<file path="src/rtl/vga_frame_timer.sv">
// VGA frame timer: 640x480@60 counters, syncs and pixel strobe, plus a
// screen-code register that only changes on a frame boundary.
module vga_frame_timer #(
    parameter int          CLK_DIV      = 4,
    parameter int          H_ACTIVE     = 640,
    parameter int          H_FP         = 16,
    parameter int          H_SYNC       = 96,
    parameter int          H_BP         = 48,
    parameter int          V_ACTIVE     = 480,
    parameter int          V_FP         = 10,
    parameter int          V_SYNC       = 2,
    parameter int          V_BP         = 33,
    parameter logic [3:0]  RESET_SCREEN = 4'b1111
) (
    input  logic       clk,
    input  logic       rst,
    input  logic       sel_req,
    input  logic [3:0] sel_next,
    output logic       sel_ack,
    output logic [3:0] screen,
    output logic       pix_tick,
    output logic [9:0] hcount,
    output logic [9:0] vcount,
    output logic       active,
    output logic       hsync,
    output logic       vsync,
    output logic       frame_start
);

    localparam int H_TOTAL = H_ACTIVE + H_FP + H_SYNC + H_BP;
    localparam int V_TOTAL = V_ACTIVE + V_FP + V_SYNC + V_BP;
    localparam int DIV_W   = (CLK_DIV > 1) ? $clog2(CLK_DIV) : 1;

    localparam logic [DIV_W-1:0] DIV_LAST = DIV_W'(CLK_DIV - 1);
    localparam logic [9:0] H_LAST   = 10'(H_TOTAL - 1);
    localparam logic [9:0] V_LAST   = 10'(V_TOTAL - 1);
    localparam logic [9:0] H_ACT    = 10'(H_ACTIVE);
    localparam logic [9:0] V_ACT    = 10'(V_ACTIVE);
    localparam logic [9:0] HS_FIRST = 10'(H_ACTIVE + H_FP);
    localparam logic [9:0] HS_LAST  = 10'(H_ACTIVE + H_FP + H_SYNC - 1);
    localparam logic [9:0] VS_FIRST = 10'(V_ACTIVE + V_FP);
    localparam logic [9:0] VS_LAST  = 10'(V_ACTIVE + V_FP + V_SYNC - 1);

    logic [DIV_W-1:0] div_q, div_d;
    logic [9:0]       hcount_q, hcount_d;
    logic [9:0]       vcount_q, vcount_d;
    logic             hsync_q, hsync_d;
    logic             vsync_q, vsync_d;
    logic             active_q, active_d;
    logic             pix_tick_q, pix_tick_d;
    logic             frame_start_q, frame_start_d;
    logic [3:0]       pend_code_q, pend_code_d;
    logic             pend_valid_q, pend_valid_d;
    logic [3:0]       screen_q, screen_d;
    logic             sel_ack_q, sel_ack_d;

    logic adv;
    logic h_wrap;
    logic boundary;

    always_comb begin
        adv      = (div_q == DIV_LAST);
        h_wrap   = adv && (hcount_q == H_LAST);
        boundary = h_wrap && (vcount_q == V_LAST);

        div_d    = adv ? '0 : div_q + 1'b1;
        hcount_d = hcount_q;
        vcount_d = vcount_q;
        if (adv) begin
            hcount_d = h_wrap ? 10'd0 : hcount_q + 10'd1;
        end
        if (h_wrap) begin
            vcount_d = (vcount_q == V_LAST) ? 10'd0 : vcount_q + 10'd1;
        end

        // Decode from next counts so registered flags line up with the counters
        hsync_d  = !((hcount_d >= HS_FIRST) && (hcount_d <= HS_LAST));
        vsync_d  = !((vcount_d >= VS_FIRST) && (vcount_d <= VS_LAST));
        active_d = (hcount_d < H_ACT) && (vcount_d < V_ACT);

        pix_tick_d    = adv;
        frame_start_d = boundary;

        pend_code_d  = pend_code_q;
        pend_valid_d = pend_valid_q;
        screen_d     = screen_q;
        sel_ack_d    = 1'b0;

        // A live request at the boundary beats the stored one
        if (boundary && (pend_valid_q || sel_req)) begin
            screen_d     = sel_req ? sel_next : pend_code_q;
            sel_ack_d    = 1'b1;
            pend_valid_d = 1'b0;
        end else if (sel_req && !sel_ack_q) begin
            pend_code_d  = sel_next;
            pend_valid_d = 1'b1;
        end
    end

    always_ff @(posedge clk) begin
        if (rst) begin
            div_q         <= '0;
            hcount_q      <= 10'd0;
            vcount_q      <= 10'd0;
            hsync_q       <= 1'b1;
            vsync_q       <= 1'b1;
            active_q      <= 1'b1;
            pix_tick_q    <= 1'b0;
            frame_start_q <= 1'b0;
            pend_code_q   <= 4'd0;
            pend_valid_q  <= 1'b0;
            screen_q      <= RESET_SCREEN;
            sel_ack_q     <= 1'b0;
        end else begin
            div_q         <= div_d;
            hcount_q      <= hcount_d;
            vcount_q      <= vcount_d;
            hsync_q       <= hsync_d;
            vsync_q       <= vsync_d;
            active_q      <= active_d;
            pix_tick_q    <= pix_tick_d;
            frame_start_q <= frame_start_d;
            pend_code_q   <= pend_code_d;
            pend_valid_q  <= pend_valid_d;
            screen_q      <= screen_d;
            sel_ack_q     <= sel_ack_d;
        end
    end

    assign hcount      = hcount_q;
    assign vcount      = vcount_q;
    assign hsync       = hsync_q;
    assign vsync       = vsync_q;
    assign active      = active_q;
    assign pix_tick    = pix_tick_q;
    assign frame_start = frame_start_q;
    assign screen      = screen_q;
    assign sel_ack     = sel_ack_q;

endmodule

</file>
<file path="config.mk">
export PLATFORM = sky130hd
export DESIGN_NAME = vga_frame_timer
export DESIGN_NICKNAME = d
export VERILOG_FILES = /design/src/rtl/vga_frame_timer.sv
export SDC_FILE = /design/constraint.sdc
export NUM_CORES = 1
export LEC_CHECK = 0
export ABC_AREA = 1
export CORE_ASPECT_RATIO = 1.2
export CORE_MARGIN = 10
export CORE_UTILIZATION = 45
export CTS_CLUSTER_DIAMETER = 200
export DETAILED_ROUTE_END_ITERATION = 8
export DONT_BUFFER_PORTS = 1
export GPL_TIMING_DRIVEN = 0
export SLEW_MARGIN = 15
export SYNTH_ARGS = -nofsm -noshare
export SYNTH_HDL_FRONTEND = slang
export SYNTH_SLANG_ARGS = --single-unit
</file>
<file path="constraint.sdc">
create_clock -name clk -period 5.5 [get_ports clk]
set_clock_uncertainty 0.2 [all_clocks]
set_input_delay 1.1 -clock clk [delete_from_list [all_inputs] [get_ports clk]]
set_output_delay 1.1 -clock clk [all_outputs]
set_load 0.01 [all_outputs]
</file>
* Word level (Yosys, flattened, before mapping) *
Index checks and enable logic that the tools add are counted.

word-level totals
  output and inout bits = 30
  latch bits = 0
  input bits = 7
  ROM bits = 0
  flip-flop bits (word level) = 37
  word-level logic and storage cells = 45
  memories = 0
  memory bits (writable) = 0

cells by class
  div/mod/pow operators = 0
  add/sub/neg operators = 3
  equal/unequal tests = 3
  bitwise operators = 1
  mux-type cells = 6
  shift-type cells = 0
  magnitude comparators = 6
  multiply operators = 0
  reductions and logical operators = 14

operators with widths
  kind                                                                                  number
  10-bit two-way mux                                                                    4
  10-bit by 1-bit adder with 10-bit output, second input constant                       2
  10-bit equality test, second input constant                                           2
  10-bit greater-or-equal comparator, second input constant                             1
  10-bit by 9-bit greater-or-equal comparator with 1-bit output, second input constant  1
  10-bit less-or-equal comparator, second input constant                                1
  10-bit by 9-bit less-or-equal comparator with 1-bit output, second input constant     1
  10-bit less-than comparator, second input constant                                    1
  10-bit by 9-bit less-than comparator with 1-bit output, second input constant         1
  1-bit logical AND                                                                     7
  4-bit two-way mux                                                                     1
  2-bit OR reduction                                                                    2
  1-bit logical NOT                                                                     3
  2-bit by 1-bit adder with 2-bit output, second input constant                         1
  2-bit equality test, second input constant                                            1
  2-bit AND reduction                                                                   1
  1-bit logical OR                                                                      1
  1-bit two-way mux                                                                     1
  1-bit NOT                                                                             1

* Logic depth before layout (Yosys ltp) *
Gate-level depths: netlist of run 1.

  depth in word-level cells = 7
  mapped depth = 13

* Worst setup path after synthesis of run 1 *
OpenSTA, ideal clock, no wires.

  path kind = input -> register
  from = input rst
  to = register active_q, in the netlist active
  stages on the path = 6
  path slack = 3.295 ns
  arrival = 1.892 ns
  buffers on the path = 2
  data required time = 5.187 ns
  library setup time = 0.113 ns
  cells stage by stage = buf_2 inv_1 clkbuf_1 nand3_1 nor2_1 nor2_1

RTL lines
  item                  line  RTL
  from (decl)           16    input logic rst,
  to (signal assigned)  120   active_q <= active_d;
  to (decl)             49    logic active_q, active_d;

==> flow_metrics.tcl, run 1 <==
set metrics [dict create \
    rsz0062_at_grt "no" \
    antenna_found_initial 0 \
    highest_layer "met4" \
    multiInputGateArea_sq_um 1119 \
    hold_class "register to register" \
    path_class "input port to register" \
    clock_path_buffers 2 \
    cts-buffers-inserted 5 \
    slew-limit-headroom_pct 64.36 \
    portBuffers 0 \
    grt_pass1_wl_microns 8204 \
    syn-cell-area_sq_um 2064 \
    io-pin-count 37 \
    root_buffer "clkbuf_8" \
    tritoncts "yes" \
    die_area_sq_um 7708 \
    ys_top_cells_by_count "69 x nand2_1, 52 x nor2_1, 41 x inv_1, 37 x dfxtp_1, 22 x nand3_1" \
    regArea_sq_um 740.7 \
    drive_gt1_share_pct 14.10 \
    ys_types 29 \
    period_needed_ps 2217 \
    crit_path_max_incr_delay_ps 360 \
    final_nets 323 \
    via_count 1818 \
    gp_congestion 0.8151 \
    p_per_area_nw_per_um2 237.6 \
    setup_slack_ps 3283 \
    syn_area_per_cell_sq_um 6.769 \
    core-area_sq_um 4359 \
    cp.arrival_ps 2190 \
    drt_iter0_drc 103 \
    end_kind "register" \
    ys.warnings.count 0 \
    synth_top_area_share_pct 35.88 \
    clk_pin_slew_ps 70 \
    setup_viol 0 \
    clock_sinks 37 \
    die_h_microns 94.20 \
    fmax_mhz 451.1 \
    firstDrtPassIters 4 \
    start_kind "input port" \
    fin_crit_sh_pct 40.30 \
    post_cts_resized 0 \
    synthArstFlopShare_pct 0 \
    start_util_pct 47.36 \
    drv_cap 0 \
    antenna_cells 0 \
    required_ps 5480 \
    yosysMostFrequentCell "nand2_1" \
    crit_top_cell "nor2_1" \
    tightest_slew_ps 534.7 \
    cp_max_fo 10 \
    fin_tns_setup_ps 0 \
    rows 26 \
    peakVddDrop_mv 0.1424 \
    first_global_vias 1712 \
    synth_flop_cell "dfxtp_1" \
    grt_max_degree 12 \
    crit_path_top_delay_cell "clkbuf_1" \
    drc_errors 0 \
    whs_ps 228.7 \
    status "complete, no violations" \
    synth-seq-area-share_pct 35.88 \
    drt_wl_total_microns 4868 \
    track_usage_pct 13.46 \
    synthToLayoutAreaGrowth_pct 8.424 \
    vias_per_cell 4.940 \
    postRouteAntennaNets 0 \
    insertion_delay_ps 280 \
    nFillCells 467 \
    die_w_microns 81.83 \
    dp_hpwl_microns 3777 \
    hold_buffers 0 \
    ys_top_cells_by_area "dfxtp_1 36%, nand2_1 13%, nor2_1 9.5%" \
    slew_violations 0 \
    hold_viol 0 \
    ys_seq_elements 37 \
    wire_per_inst_microns 13.23 \
    overflow 0 \
    crit_family "buffers and inverters" \
    crit_chain "buf_2, inv_1, clkbuf_1, nand3_1, nor2_1, nor2_1" \
    dp_slack_ps 2959 \
    cts_max_level 2 \
    m1WireLength_microns 2096 \
    cp_num_buf_inv 3 \
    route.met3.wl_microns 464 \
    post_cts_buffers 0 \
    synth_edf_count 0 \
    synthCells 305 \
    yosys.area.top_type "dfxtp_1" \
    syn-num-nets 316 \
    power_leakage_nw 1.024 \
    wl_met2_microns 2260 \
]
[layout by cell type (no fill, tap or decap), types with 2 or more instances in the layout]
| cell | Yosys | final |
|---|---|---|
| a21oi_1 | 9 | 9 |
| clkbuf_1 | 3 | 3 |
| clkbuf_8 | 0 | 5 |
| dfxtp_1 | 37 | 37 |
| ha_1 | 4 | 4 |
| inv_1 | 41 | 41 |
| inv_2 | 5 | 5 |
| nand2_1 | 69 | 69 |
| nand2_2 | 6 | 6 |
| nand2_4 | 2 | 2 |
| nand3_1 | 22 | 22 |
| nand3_2 | 3 | 3 |
| nand4_1 | 8 | 8 |
| nor2_1 | 52 | 52 |
| nor2_2 | 6 | 6 |
| nor2_4 | 3 | 3 |
| nor2_8 | 2 | 2 |
| nor3_1 | 4 | 4 |
| o21ai_0 | 10 | 10 |
| o21ai_2 | 5 | 5 |
| o21bai_1 | 4 | 4 |
| o22ai_1 | 2 | 2 |
[worst paths after layout]
check	slack, ps	end	from	cells past startpoint
worst max-delay path	3280	active	rst	6
worst min-delay path	230	div_q[0]	div_q[0]	1
worst max register to register	3290	vsync	hcount[0]	10
worst min register to register	230	div_q[0]	div_q[0]	1
[final cells by class]
cell class | instances | area share [%]
Tap cell | 56 | 3.130
Clock inverter | 2 | 1.565
Multi-Input combinational cell | 216 | 49.97
Buffer | 5 | 1.062
Inverter | 47 | 8.105
Clock buffer | 5 | 3.074
Sequential cell | 37 | 33.09
[kinds of logic (layout without fill, tap and decap cells)]
group | count (synthesis) | count (layout) | synth area share (%)
AND/OR/NAND/NOR | 179 | 179 | 41.33
AO/OA/AOI/OAI | 31 | 31 | 9.576
flip-flops | 37 | 37 | 35.88
XOR/XNOR | 2 | 2 | 0.8486
adder cells (fa/ha/maj) | 4 | 4 | 2.424
buffers and inverters | 52 | 59 | 9.940
[worst reg2reg max path, cell delays in order (launching register included)]
cell	delay (ps)
dfxtp_1	500
ha_1	300
nand2_2	90
nor2_4	110
inv_2	70
nor2_8	180
nand2_1	150
nor2_1	130
nor2_1	70
nor3_1	200
nand3_1	110
[registers in the layout (all words and copies together), names as in the netlist]
| register | flops |
|---|---|
| sel_ack | 1 |
| div_q | 2 |
| hcount | 10 |
| pend_code_q | 4 |
| hsync | 1 |
| vcount | 10 |
| pix_tick | 1 |
| active | 1 |
| pend_valid_q | 1 |
| frame_start | 1 |
| vsync | 1 |
| screen | 4 |
[through the flow]
step	utilization (%)	std cells	power [W]	instance area, sq um
final	51.35	368	0.0005318	2238
after global routing	51.35	368	0.0005572	2238
after CTS	51.35	368	0.0005420	2238
after detailed placement	48.97	361	0.0003103	2135
after global placement	48.97	361	0.0003102	2135
after floorplan	-	305	0.0003043	2064
[report_power, final]
group          internal [W]  switching (W)
registers          0.000274     0.00000446
logic            0.00000786      0.0000181
clock network      0.000132      0.0000960
[per-layer routing]
layer  up-vias  global-route usage (%)
met5         -                       0
met4         0                   4.119
met3         5                   6.418
met2        40                   21.79
met1       798                   15.15
li1        975                       -
Power figures use the tool's default switching activity.
==> inputs of run 2 (changes only) <==
==> constraint.sdc (replaced) <==
create_clock -name clk -period 2.1 [get_ports clk]
set_clock_uncertainty 0.2 [all_clocks]
set_input_delay 0.42 -clock clk [delete_from_list [all_inputs] [get_ports clk]]
set_output_delay 0.42 -clock clk [all_outputs]
set_load 0.01 [all_outputs]
==> flow_metrics.tcl, run 2 (synthesized netlist as in run 1, its figures left out) <==
set metrics [dict create \
    status "complete, no violations" \
    wire_per_inst_microns 13.58 \
    period_needed_ps 1997 \
    cts-buffers-inserted 5 \
    fin_crit_sh_pct 95.08 \
    tightest_slew_ps 544.5 \
    first_global_vias 1709 \
    cp_max_fo 9 \
    nFillCells 458 \
    root_buffer "clkbuf_8" \
    synthToLayoutAreaGrowth_pct 11.88 \
    core-area_sq_um 4359 \
    portBuffers 0 \
    die_area_sq_um 7708 \
    post-place-cells 361 \
    tritoncts "yes" \
    vias_per_cell 5.048 \
    drt_iter0_drc 103 \
    placed_area_sq_um 2135 \
    regArea_sq_um 748.2 \
    stdcell_area_sq_um 2310 \
    start_kind "register" \
    final_nets 327 \
    multiInputGateArea_sq_um 1151 \
    r2r_cells 12 \
    gp_congestion 0.8151 \
    dp_slack_ps -99.84 \
    start_util_pct 47.36 \
    die_w_microns 81.83 \
    final-instance-count-excl-fill 372 \
    overflow 0 \
    setup_slack_ps 103.2 \
    final_cell_mix "68 x nand2_1, 52 x nor2_1, 41 x inv_1, 33 x dfxtp_1, 22 x nand3_1" \
    peakVddDrop_mv 0.3651 \
    drv_cap 0 \
    grt_pass1_wl_microns 8190 \
    antenna_cells 0 \
    r2r_setup_slack_ps 100 \
    drt_wl_total_microns 5053 \
    dp_hpwl_microns 3777 \
    cts_max_level 2 \
    io-pin-count 37 \
    power_leakage_nw 1.063 \
    rsz0062_at_grt "yes" \
    clock_path_buffers 2 \
    track_usage_pct 13.44 \
    hold_path_depth 2 \
    path_class "register to register" \
    postRouteAntennaNets 0 \
    setup_viol 0 \
    fmax_mhz 500.8 \
    end_kind "register" \
    slew_violations 0 \
    p_total_w 0.001395 \
    rows 26 \
    clk_pin_slew_ps 80 \
    slew-limit-headroom_pct 63.70 \
    antenna_found_initial 0 \
    insertion_delay_ps 290 \
    clock_sinks 37 \
    required_ps 2080 \
    hold_class "input port to register" \
    drc_errors 0 \
    cp.arrival_ps 1980 \
    firstDrtPassIters 4 \
    post-route-util_pct 52.99 \
    drive_gt1_share_pct 17.41 \
    grt_max_degree 12 \
    p_per_area_nw_per_um2 603.8 \
    layout.cells.most_common "nand2_1" \
    via_count 1878 \
    hold_viol 0 \
    die_h_microns 94.20 \
]
==> run 2: cell count changes in the layout (fill, tap and decap cells not counted), sizes merged <==
cell  change
buf       +4
==> run 2: metal layers <==
metal	vias to the layer above	GRT usage, %	share of wire, %
li1	984	-	-
met1	837	15.10	41
met2	50	21.79	48
met3	7	6.418	9.5
met4	0	4.119	1.5
met5	-	0	0
==> run 2: path summary, 6_finish.rpt <==
path / start / endpoint
setup / recovery: div_q[0] / screen[2]
hold / removal: sel_next[3] / pend_code_q[3]
setup reg to reg: div_q[0] / screen[2]
hold reg to reg: div_q[0] / div_q[0]
==> run 2: worst max-delay path: stages, from the launching register on <==
cell and delay, ps:
dfxtp_1 340, ha_1 160, buf_6 150, nand2_2 60
inv_2 70, nand3_2 120, nor2_8 180, buf_4 140
nand2_4 80, nor2_8 110, nand2_4 70, o22ai_1 160
inv_1 50
==> run 2: repair_timing <==
item / CTS / global route
resized for setup: 3 / 10
setup buffers: 0 / 4
endpoints found under the setup margin: 3 / 5
hold buffers: 0 / 0
pin swaps: 0 / 6
endpoints found under the hold margin: 0 / 0
==> run 2: final cells by class <==
| cell class | count | share of cell area (%) |
|---|---|---|
| multi-input cells | 216 | 49.84 |
| flip-flops and latches | 37 | 32.39 |
| inverters | 47 | 7.855 |
| well taps | 56 | 3.034 |
| clock buffers | 5 | 2.979 |
| clock inverters | 2 | 1.517 |
| repair buffers | 4 | 1.192 |
| plain buffers | 5 | 1.192 |
==> run 2: power by group <==
group | leakage, nW | internal, W | switching, W
Clock | 0.0540 | 0.000345 | 0.000250
Combinational | 0.706 | 0.0000218 | 0.0000489
Sequential | 0.303 | 0.000716 | 0.0000124
Total | 1.06 | 0.00108 | 0.000311
==> run 2: stage by stage <==
stage	TNS, ps	hold slack, ps
finish	0	103.5
global route	-41.67	148.1
CTS	0	97.41
detailed placement	-113.6	213.7
global placement	-118.5	215.7
floorplan	0	197.4
